[src/rtl/k12a_skip_unit_pkg.sv]
// Shared types for the k12a skip/predicate unit.
// Skip condition encodings plus flag index width helper.
package k12a_skip_unit_pkg;

  typedef enum logic [2:0] {
    SKIP_SEL_0                  = 3'd0,
    SKIP_SEL_CONDITION          = 3'd1,
    SKIP_SEL_CONDITION_INVERTED = 3'd2,
    SKIP_SEL_FLAG               = 3'd3,
    SKIP_SEL_FLAG_INVERTED      = 3'd4,
    SKIP_SEL_1                  = 3'd5
  } skip_sel_t;

  function automatic int idx_width(int n);
    return (n > 1) ? $clog2(n) : 1;
  endfunction

endpackage

[src/rtl/k12a_skip_unit_if.sv]
// Control-unit <-> skip unit bundle.
// master = control unit, slave = skip unit.
interface k12a_skip_unit_if
  import k12a_skip_unit_pkg::*;
#(
  parameter int COUNT_WIDTH = 2,
  parameter int NUM_FLAGS   = 4
);
  localparam int FLAG_IDX_W = idx_width(NUM_FLAGS);

  logic                   alu_condition;
  skip_sel_t              skip_sel;
  logic                   skip_store;
  logic [COUNT_WIDTH-1:0] skip_len;
  logic [FLAG_IDX_W-1:0]  flag_idx;
  logic                   flag_store;
  logic                   instr_retire;
  logic                   skip;
  logic [COUNT_WIDTH-1:0] skip_count;
  logic [NUM_FLAGS-1:0]   flags;

  modport master (
    output alu_condition, skip_sel, skip_store,
    output skip_len, flag_idx, flag_store,
    output instr_retire,
    input  skip, skip_count, flags
  );

  modport slave (
    input  alu_condition, skip_sel, skip_store,
    input  skip_len, flag_idx, flag_store,
    input  instr_retire,
    output skip, skip_count, flags
  );

endinterface

[src/rtl/k12a_skip_flag_bank.sv]
// Stored predicate flags with indexed write and
// range-checked read; out-of-range reads give 0.
module k12a_skip_flag_bank
  import k12a_skip_unit_pkg::*;
#(
  parameter  int NUM_FLAGS  = 4,
  localparam int FLAG_IDX_W = idx_width(NUM_FLAGS)
) (
  input  logic                  cpu_clock,
  input  logic                  reset_n,
  input  logic                  wr_en,
  input  logic [FLAG_IDX_W-1:0] idx,
  input  logic                  wr_data,
  output logic                  rd_data,
  output logic [NUM_FLAGS-1:0]  flags
);

  logic in_range;

  assign in_range = (32'(idx) < 32'(NUM_FLAGS));
  assign rd_data  = in_range ? flags[idx] : 1'b0;

  always_ff @(posedge cpu_clock or negedge reset_n) begin
    if (!reset_n) begin
      flags <= '0;
    end else if (wr_en && in_range) begin
      flags[idx] <= wr_data;
    end
  end

endmodule

[src/rtl/k12a_skip_unit.sv]
// Skip/predicate unit: down-counter suppressing the
// next N retiring instructions, plus a flag bank.
module k12a_skip_unit
  import k12a_skip_unit_pkg::*;
#(
  parameter int COUNT_WIDTH = 2,
  parameter int NUM_FLAGS   = 4
) (
  input logic              cpu_clock,
  input logic              reset_n,
  k12a_skip_unit_if.slave  bus
);

  logic [COUNT_WIDTH-1:0] count_q;
  logic [COUNT_WIDTH-1:0] count_d;
  logic                   skip_act;
  logic                   flag_rd;
  logic                   cond_bit;
  logic                   flag_we;

  assign skip_act       = (count_q != '0);
  assign bus.skip       = skip_act;
  assign bus.skip_count = count_q;

  // Skipped instructions have no side effects.
  assign flag_we = bus.flag_store & ~skip_act;

  k12a_skip_flag_bank #(
    .NUM_FLAGS (NUM_FLAGS)
  ) u_flag_bank (
    .cpu_clock (cpu_clock),
    .reset_n   (reset_n),
    .wr_en     (flag_we),
    .idx       (bus.flag_idx),
    .wr_data   (bus.alu_condition),
    .rd_data   (flag_rd),
    .flags     (bus.flags)
  );

  always_comb begin
    cond_bit = 1'b0;
    case (bus.skip_sel)
      SKIP_SEL_CONDITION:          cond_bit = bus.alu_condition;
      SKIP_SEL_CONDITION_INVERTED: cond_bit = ~bus.alu_condition;
      SKIP_SEL_FLAG:               cond_bit = flag_rd;
      SKIP_SEL_FLAG_INVERTED:      cond_bit = ~flag_rd;
      SKIP_SEL_1:                  cond_bit = 1'b1;
      default:                     cond_bit = 1'b0;
    endcase
  end

  always_comb begin
    count_d = count_q;
    unique case (1'b1)
      skip_act && bus.instr_retire:
        count_d = count_q - COUNT_WIDTH'(1);
      !skip_act && bus.skip_store:
        count_d = cond_bit ? bus.skip_len : '0;
      default: ;
    endcase
  end

  always_ff @(posedge cpu_clock or negedge reset_n) begin
    if (!reset_n) count_q <= '0;
    else          count_q <= count_d;
  end

endmodule
[src/flat_wrapper.sv]
// flat-port wrapper written by rule: the top's interface ports become plain ports
module k12a_skip_unit_flat import k12a_skip_unit_pkg::*;
#(
  parameter int COUNT_WIDTH = 2,
  parameter int NUM_FLAGS   = 4
)
  (cpu_clock, reset_n, bus_alu_condition, bus_skip_sel, bus_skip_store, bus_skip_len, bus_flag_idx, bus_flag_store, bus_instr_retire, bus_skip, bus_skip_count, bus_flags);
  k12a_skip_unit_if #(.COUNT_WIDTH(COUNT_WIDTH), .NUM_FLAGS(NUM_FLAGS)) bus_i ();
  input logic cpu_clock;
  input logic reset_n;
  input wire logic [$bits(bus_i.alu_condition)-1:0] bus_alu_condition;
  input wire logic [$bits(bus_i.skip_sel)-1:0] bus_skip_sel;
  input wire logic [$bits(bus_i.skip_store)-1:0] bus_skip_store;
  input wire logic [$bits(bus_i.skip_len)-1:0] bus_skip_len;
  input wire logic [$bits(bus_i.flag_idx)-1:0] bus_flag_idx;
  input wire logic [$bits(bus_i.flag_store)-1:0] bus_flag_store;
  input wire logic [$bits(bus_i.instr_retire)-1:0] bus_instr_retire;
  output wire logic [$bits(bus_i.skip)-1:0] bus_skip;
  output wire logic [$bits(bus_i.skip_count)-1:0] bus_skip_count;
  output wire logic [$bits(bus_i.flags)-1:0] bus_flags;
  assign bus_i.alu_condition = bus_alu_condition;
  assign bus_i.skip_sel = bus_skip_sel;
  assign bus_i.skip_store = bus_skip_store;
  assign bus_i.skip_len = bus_skip_len;
  assign bus_i.flag_idx = bus_flag_idx;
  assign bus_i.flag_store = bus_flag_store;
  assign bus_i.instr_retire = bus_instr_retire;
  assign bus_skip = bus_i.skip;
  assign bus_skip_count = bus_i.skip_count;
  assign bus_flags = bus_i.flags;
  k12a_skip_unit #(.COUNT_WIDTH(COUNT_WIDTH), .NUM_FLAGS(NUM_FLAGS)) u_core (.cpu_clock(cpu_clock), .reset_n(reset_n), .bus(bus_i));
endmodule
[config.mk]
export PLATFORM = sky130hd
export DESIGN_NAME = k12a_skip_unit_flat
export DESIGN_NICKNAME = d
export VERILOG_FILES = /design/src/rtl/k12a_skip_unit_pkg.sv /design/src/rtl/k12a_skip_unit_if.sv /design/src/rtl/k12a_skip_flag_bank.sv /design/src/rtl/k12a_skip_unit.sv /design/src/flat_wrapper.sv
export SDC_FILE = /design/constraint.sdc
export NUM_CORES = 1
export LEC_CHECK = 0
export BUFFER_PORTS_ARGS = -buffer_cell sky130_fd_sc_hd__buf_2
export CORE_AREA = 4 4 41 43
export DETAILED_ROUTE_END_ITERATION = 12
export DIE_AREA = 0 0 45 47
export GPL_ROUTABILITY_DRIVEN = 0
export GPL_TIMING_DRIVEN = 0
export PLACE_DENSITY_LB_ADDON = 0.2
export SYNTH_ARGS = -nofsm -noshare
export SYNTH_HDL_FRONTEND = slang
export SYNTH_HIERARCHICAL = 1
export SYNTH_SLANG_ARGS = --single-unit
[constraint.sdc]
create_clock -name cpu_clock -period 2.2 [get_ports cpu_clock]
set_clock_uncertainty 0.2 [all_clocks]
set_input_delay 0.44 -clock cpu_clock [delete_from_list [all_inputs] [get_ports cpu_clock]]
set_output_delay 0.44 -clock cpu_clock [all_outputs]
set_load 0.02 [all_outputs]
==> results of run 1 <==
worst register-to-register path, stage by stage (launching register included):
cell and delay (ns):
dfrtp_1 0.41, inv_1 0.07, ha_1 0.21, and2_2 0.20, nor3b_1 0.20, mux2_2 0.36
sequential cells by signal, indices dropped and copies added (netlist names):
signal and flops:
u_core/u_flag_bank/flags 4, u_core/bus.skip_count 2
layout make-up:
cell class              count  area [um^2]
flip-flops and latches      6          150
clock buffers               3         22.5
fillers                   139          772
inverters                   5         18.8
multi-input cells          24          214
well taps                  15         18.8
repair buffers             20          105
through the flow:
stage	util [%]	hold slack (ns)
after global routing	40.7	0.251
after detailed placement	38.2	0.0662
after floorplan	-	-0.0556
after CTS	40.7	0.247
after global placement	38.2	0.0682
final	40.7	0.247
worst max path at each step:
stage / from / endpoint / slack (ns) / cells past startpoint
4_1_cts: u_core/bus.skip_count[0] / bus_skip / 0.37 / 4
3_5_place_dp: bus_flag_idx[0] / u_core/bus.skip_count[0] / 0.27 / 5
2_1_floorplan: u_core/bus.skip_count[0] / u_core/u_flag_bank/flags[0] / 0.44 / 5
5_1_grt: u_core/bus.skip_count[0] / bus_skip / 0.32 / 4
6_report: u_core/bus.skip_count[0] / bus_skip / 0.40 / 4
3_3_place_gp: bus_flag_idx[0] / u_core/bus.skip_count[0] / 0.28 / 5
logic make-up (layout without fill, tap and decap cells):
| family | count (synthesis) | in the layout |
|---|---|---|
| AOI/OAI and AO/OA | 8 | 8 |
| DFF | 6 | 6 |
| and+or+nand+nor | 8 | 8 |
| buffers and inverters | 5 | 28 |
| xor gates and xnor gates | 1 | 1 |
| adders and majority gates | 1 | 1 |
| muxes | 6 | 6 |
per-layer routing:
layer,wire (um),GRT usage (%),vias to the layer above
li1,-,-,175
met1,369,10.1,153
met2,355,13.6,12
met3,68,1.53,2
met4,15,7.02,0
met5,0,0,-
report_power, final:
| group | internal, mW | total [mW] | switching [mW] |
|---|---|---|---|
| Clock | 0.0613 | 0.0950 | 0.0337 |
| Sequential | 0.167 | 0.208 | 0.0416 |
| Combinational | 0.182 | 0.383 | 0.201 |
| Total | 0.410 | 0.686 | 0.276 |
layout by cell type (no fill, tap or decap), types with 2 or more instances in the layout:
| cell type | netlist | layout |
|---|---|---|
| nand3b_1 | 2 | 2 |
| inv_1 | 5 | 5 |
| buf_2 | 0 | 19 |
| nand2_1 | 2 | 2 |
| clkbuf_4 | 0 | 3 |
| mux2_2 | 3 | 3 |
| dfrtp_1 | 6 | 6 |
timing repair:
item                                    CTS  global route
resized for setup                         0             0
hold endpoints to repair                  6             0
endpoints found under the setup margin    0             0
hold buffers                              1             0
==> impl_metrics.yaml, run 1 <==
floorplan:
  initial_utilization_pct: 29.4
  die_height_um: 47
  floorplan.io_pins: 20
  rows: 13
  die_w_um: 45
  coreArea_um2: 1300
  die_area_um2: 2120
yosys:
  synth_seq_area_share_pct: 39.2
  yosys.area_share.adder_pct: 3.27
  combinational_family_with_the_most_area_after_synthesis: "multiplexers"
  synthesis.area_per_instance_um2: 10.9
  syn_inst: 35
  synth.lib_cells_used.distinct: 22
  seq_cells_post_synth: 6
  syn-cell-area_um2: 383
  synth-simple-area-share_pct: 14.7
  yosys.cell_count.top_type: "dfrtp_1"
  async_flop_share_pct: 100
  synth-xor-area-share_pct: 2.29
  synth_compound_gate_area_share_pct: 15.4
  synthMuxAreaShare_pct: 20.3
  synth.top_cells.by_area: "dfrtp_1, mux2_2, mux4_2"
  synth-edff-count: 0
  synthDominantCellAreaShare_pct: 39.2
  yosysWarnings: 6
  synth_cell_count_leaders: "dfrtp_1, inv_1, mux2_2, nand2_1, nand3b_1"
  mappedNetlistNets: 49
  dominantRegCellSynth: "dfrtp_1"
  synth_area_leader_cell: "dfrtp_1"
detailed_routing:
  drt_iter0_drc: 0
  detailedRoute.firstPassIterationCount: 1
  drc: 0
  detailroute.via_count: 342
  postRouteWirelength_um: 809
  drt-vias-per-instance: 4.68
  ant_nets: 0
  wl_per_cell_um: 11.1
grt:
  grt_first_pass_wirelength_mm: 1.26
  grt_max_degree: 7
  track_usage_pct: 8.54
  antenna_found_initial: 0
  first_global_vias: 328
  grt.overflow.total: 0
setup_path:
  cp_common_cell: "inv_1"
  worst-endpoint-arrival_ns: 1.16
  critPathBufInv: 3
  critical_path.reg2reg.endpoint: "u_core/u_flag_bank/flags[0]"
  crit_path_max_incr_delay_ns: 0.39
  reg2reg_setup_slack_ns: 0.44
  timing.setup.critical_path_class: "flop to output pin"
  crit_family: "flip-flops"
  worst_endpoint_required_time_ns: 1.56
  worst_path_max_delay_cell: "dfrtp_1"
  crit_fanout: 5
  reg2reg_from: "u_core/bus.skip_count[0]"
  crit_chain: "inv_1 -> ha_1 -> inv_1 -> buf_2"
  worstSetupStartpointType: "flop"
  cell_count_of_the_worst_reg_to_reg_path: 5
  critPathCaptureType: "output pin"
timing:
  layout_setup_ws_ns: 0.396
  setup_tns_ns: 0
  slew-limit-headroom_pct: 86.4
  period_minus_slack_ns: 1.80
  final-hold-violation-count: 0
  tightestPinTransition_ns: 0.203
  post-route-period-util_pct: 82.0
  slew_viol_final: 0
  grt_setup_unrepaired: "no"
  max_freq_mhz: 554
  finalSetupViolCount: 0
place:
  numPlacedInstances: 69
  dpl.hpwl_um: 697
  preCtsSetupSlack_ns: 0.272
  port_buffers: 19
  dpl_cell_area_um2: 497
hold_path:
  timing.hold.worst.start: "bus_skip_len[1]"
  timing.hold.worst_path_depth: 2
  min-delay-path-class: "input pin to flop"
  timing.hold.worst_endpoint: "u_core/bus.skip_count[1]"
clock_tree:
  clock_pin_slew_on_the_worst_setup_and_hold_paths_ns: 0.04
  clock_tree.root_cell: "clkbuf_4"
  clkLatencyLatePin_ns: 0.24
  clkSinkCount: 6
  postCtsSetupRepairBufs: 0
  cts_max_level: 1
  cts_buffer_depth: 2
  cts_tree: "done"
  cts-buffers-inserted: 3
cells_and_area:
  n_antenna_cell: 0
  layout-area-overhead-vs-synth_pct: 38.2
  finish.instance_area_um2: 529
  drive_gt1_share_pct: 50.0
  design.final.nets: 74
  non_filler_cells_final: 73
power:
  power.density_nw_per_um2: 1300
  worst_ir_drop_vdd_mv: 0.511
  overall_power_uw: 686
  static-leakage-power_nw: 0.263
run:
  drv.max_cap_violation_count: 0
run_status:
  run_status: "completed"
No activity file was read; power rests on OpenSTA's default activity.
==> inputs of run 2 (changes only) <==
Settings changed: ABC_AREA from default to 1.
Clock period 2.2 ns to 1.8 ns, I/O delays scaled along.
==> impl_metrics.yaml, run 2 <==
detailed_routing:
  drt-vias-per-instance: 4.32
  wl_per_cell_um: 8.75
  ant_nets: 0
  postRouteWirelength_um: 927
  detailroute.via_count: 458
  drt_iter0_drc: 19
  detailedRoute.firstPassIterationCount: 4
  drc: 0
yosys:
  synthesis.area_per_instance_um2: 6.05
  synth-edff-count: 0
  yosysWarnings: 6
  async_flop_share_pct: 100
  synth.top_cells.by_area: "dfrtp_1, nand2_1, inv_1"
  syn-cell-area_um2: 412
  syn_inst: 68
  mappedNetlistNets: 82
  seq_cells_post_synth: 6
  yosys.cell_count.top_type: "nand2_1"
  synth_area_leader_cell: "dfrtp_1"
  dominantRegCellSynth: "dfrtp_1"
  synth_cell_count_leaders: "nand2_1, inv_1, nor2_1, dfrtp_1, nand3_1"
  synthDominantCellAreaShare_pct: 36.5
  synth.lib_cells_used.distinct: 11
  synth_seq_area_share_pct: 36.5
place:
  preCtsSetupSlack_ns: 0.262
  dpl.hpwl_um: 780
  port_buffers: 19
timing:
  period_minus_slack_ns: 1.67
  slew-limit-headroom_pct: 86.8
  post-route-period-util_pct: 92.7
  slew_viol_final: 0
  tightestPinTransition_ns: 0.197
  max_freq_mhz: 599
  setup_tns_ns: 0
  grt_setup_unrepaired: "no"
  whs_ns: 0.227
  final-hold-violation-count: 0
  layout_setup_ws_ns: 0.131
  finalSetupViolCount: 0
grt:
  track_usage_pct: 10.4
  grt_max_degree: 8
  first_global_vias: 388
  grt_first_pass_wirelength_mm: 1.50
  grt.overflow.total: 0
  antenna_found_initial: 0
cells_and_area:
  multi_input_area_um2: 213
  design.final.nets: 107
  filler_cell_count_in_the_final_layout: 150
  n_antenna_cell: 0
  max_flop_register: "u_core/u_flag_bank/flags"
  leading_cell_type_in_the_layout_fill_and_taps_excluded: "nand2_1"
  layout_common_cells: "nand2_1, buf_2, inv_1"
  drive_gt1_share_pct: 25.3
  final_core_utilization_pct: 42.9
  layout.area.seq_um2: 150
  number_of_flip_flops_in_the_largest_register: 4
  layout-area-overhead-vs-synth_pct: 35.6
run:
  drv.max_cap_violation_count: 0
setup_path:
  crit_family: "flip-flops"
  worstSetupStartpointType: "flop"
  worst_endpoint_required_time_ns: 1.24
  worst-endpoint-arrival_ns: 1.11
  crit_fanout: 3
  critPathCaptureType: "output pin"
  critPathBufInv: 3
  cp_common_cell: "inv_1"
  worst_path_max_delay_cell: "dfrtp_1"
  timing.setup.critical_path_class: "flop to output pin"
  crit_chain: "inv_1 -> ha_1 -> inv_1 -> buf_2"
  crit_path_max_incr_delay_ns: 0.36
power:
  static-leakage-power_nw: 0.348
  worst_ir_drop_vdd_mv: 0.584
  power.density_nw_per_um2: 1400
floorplan:
  die_w_um: 45
  floorplan.io_pins: 20
  die_height_um: 47
  initial_utilization_pct: 31.6
  rows: 13
  coreArea_um2: 1300
  die_area_um2: 2120
clock_tree:
  postCtsSetupRepairBufs: 0
  clkSinkCount: 6
  postcts_resize_cnt: 0
  cts_max_level: 1
  clock_pin_slew_on_the_worst_setup_and_hold_paths_ns: 0.04
  cts_tree: "done"
  clock_tree.root_cell: "clkbuf_4"
  cts_buffer_depth: 2
  clkLatencyLatePin_ns: 0.24
  cts-buffers-inserted: 3
  ctsHoldBuffers: 1
hold_path:
  min-delay-path-class: "input pin to flop"
run_status:
  run_status: "completed"
run 2: cell count changes after synthesis, sizes merged, moves of 2 or more:
cell / delta
nor2: +7
a21oi: +2
nand3: +4
inv: +8
a31o: -2
nand4: +3
nand2: +26
mux2: -4
nand3b: -2
run 2: final timing paths:
check,start,to,slack [ns],cells after the start
worst min register to register,u_core/u_flag_bank/flags[0],u_core/u_flag_bank/flags[0],0.31,2
worst max register to register,u_core/bus.skip_count[0],u_core/u_flag_bank/flags[3],0.36,7
min in group asynchronous,reset_n,u_core/bus.skip_count[1],0.27,2
worst min-delay path,bus_flag_idx[1],u_core/u_flag_bank/flags[2],0.23,3
max in group asynchronous,reset_n,u_core/u_flag_bank/flags[3],0.99,2
worst max-delay path,u_core/bus.skip_count[0],bus_skip,0.13,4
run 2: through the flow:
| step | cell area (um^2) | cells | power [mW] |
|---|---|---|---|
| finish | 558 | 106 | 0.780 |
| global route | 558 | 106 | 0.865 |
| CTS | 558 | 106 | 0.798 |
| detailed placement | 526 | 102 | 0.673 |
| global placement | 526 | 102 | 0.666 |
| floorplan | 412 | 68 | 0.527 |
run 2: worst reg2reg max path, delay by kind of cell, from the launching register on:
| kind | cells | cell delay [ns] |
|---|---|---|
| adders and majority gates | 1 | 0.19 |
| AOI/OAI and AO/OA | 1 | 0.06 |
| buffers and inverters | 2 | 0.24 |
| and+or+nand+nor | 3 | 0.25 |
| DFF | 1 | 0.38 |
run 2: cells by family (layout without fill, tap and decap cells):
group	count (synthesis)	count (layout)	share of synthesized area [%]
compound gates	5	5	6.08
simple gates	43	43	42.6
flops	6	6	36.5
buf+inv	13	36	11.9
fa+ha+maj	1	1	3.04
run 2: final cells by class:
type,instances,share of cell area [%]
timing repair buffer,20,18.8
multi-input combinational,49,38.1
inverter,13,8.74
tap,15,3.36
clock buffer,3,4.04
sequential,6,26.9
run 2: layer usage:
layer | wire (um) | vias to the layer above | global-route usage, %
met1 | 424 | 186 | 12.3
met2 | 424 | 10 | 14.4
met4 | 32 | 0 | 12.3
met3 | 46 | 4 | 2.30
li1 | - | 258 | -
met5 | 0 | - | 0
run 2: report_power, final:
part,switching [mW],internal [mW],leakage (nW)
Sequential,0.0462,0.202,0.0735
Clock,0.0408,0.0749,0.0138
Combinational,0.268,0.149,0.261
Total,0.355,0.426,0.348
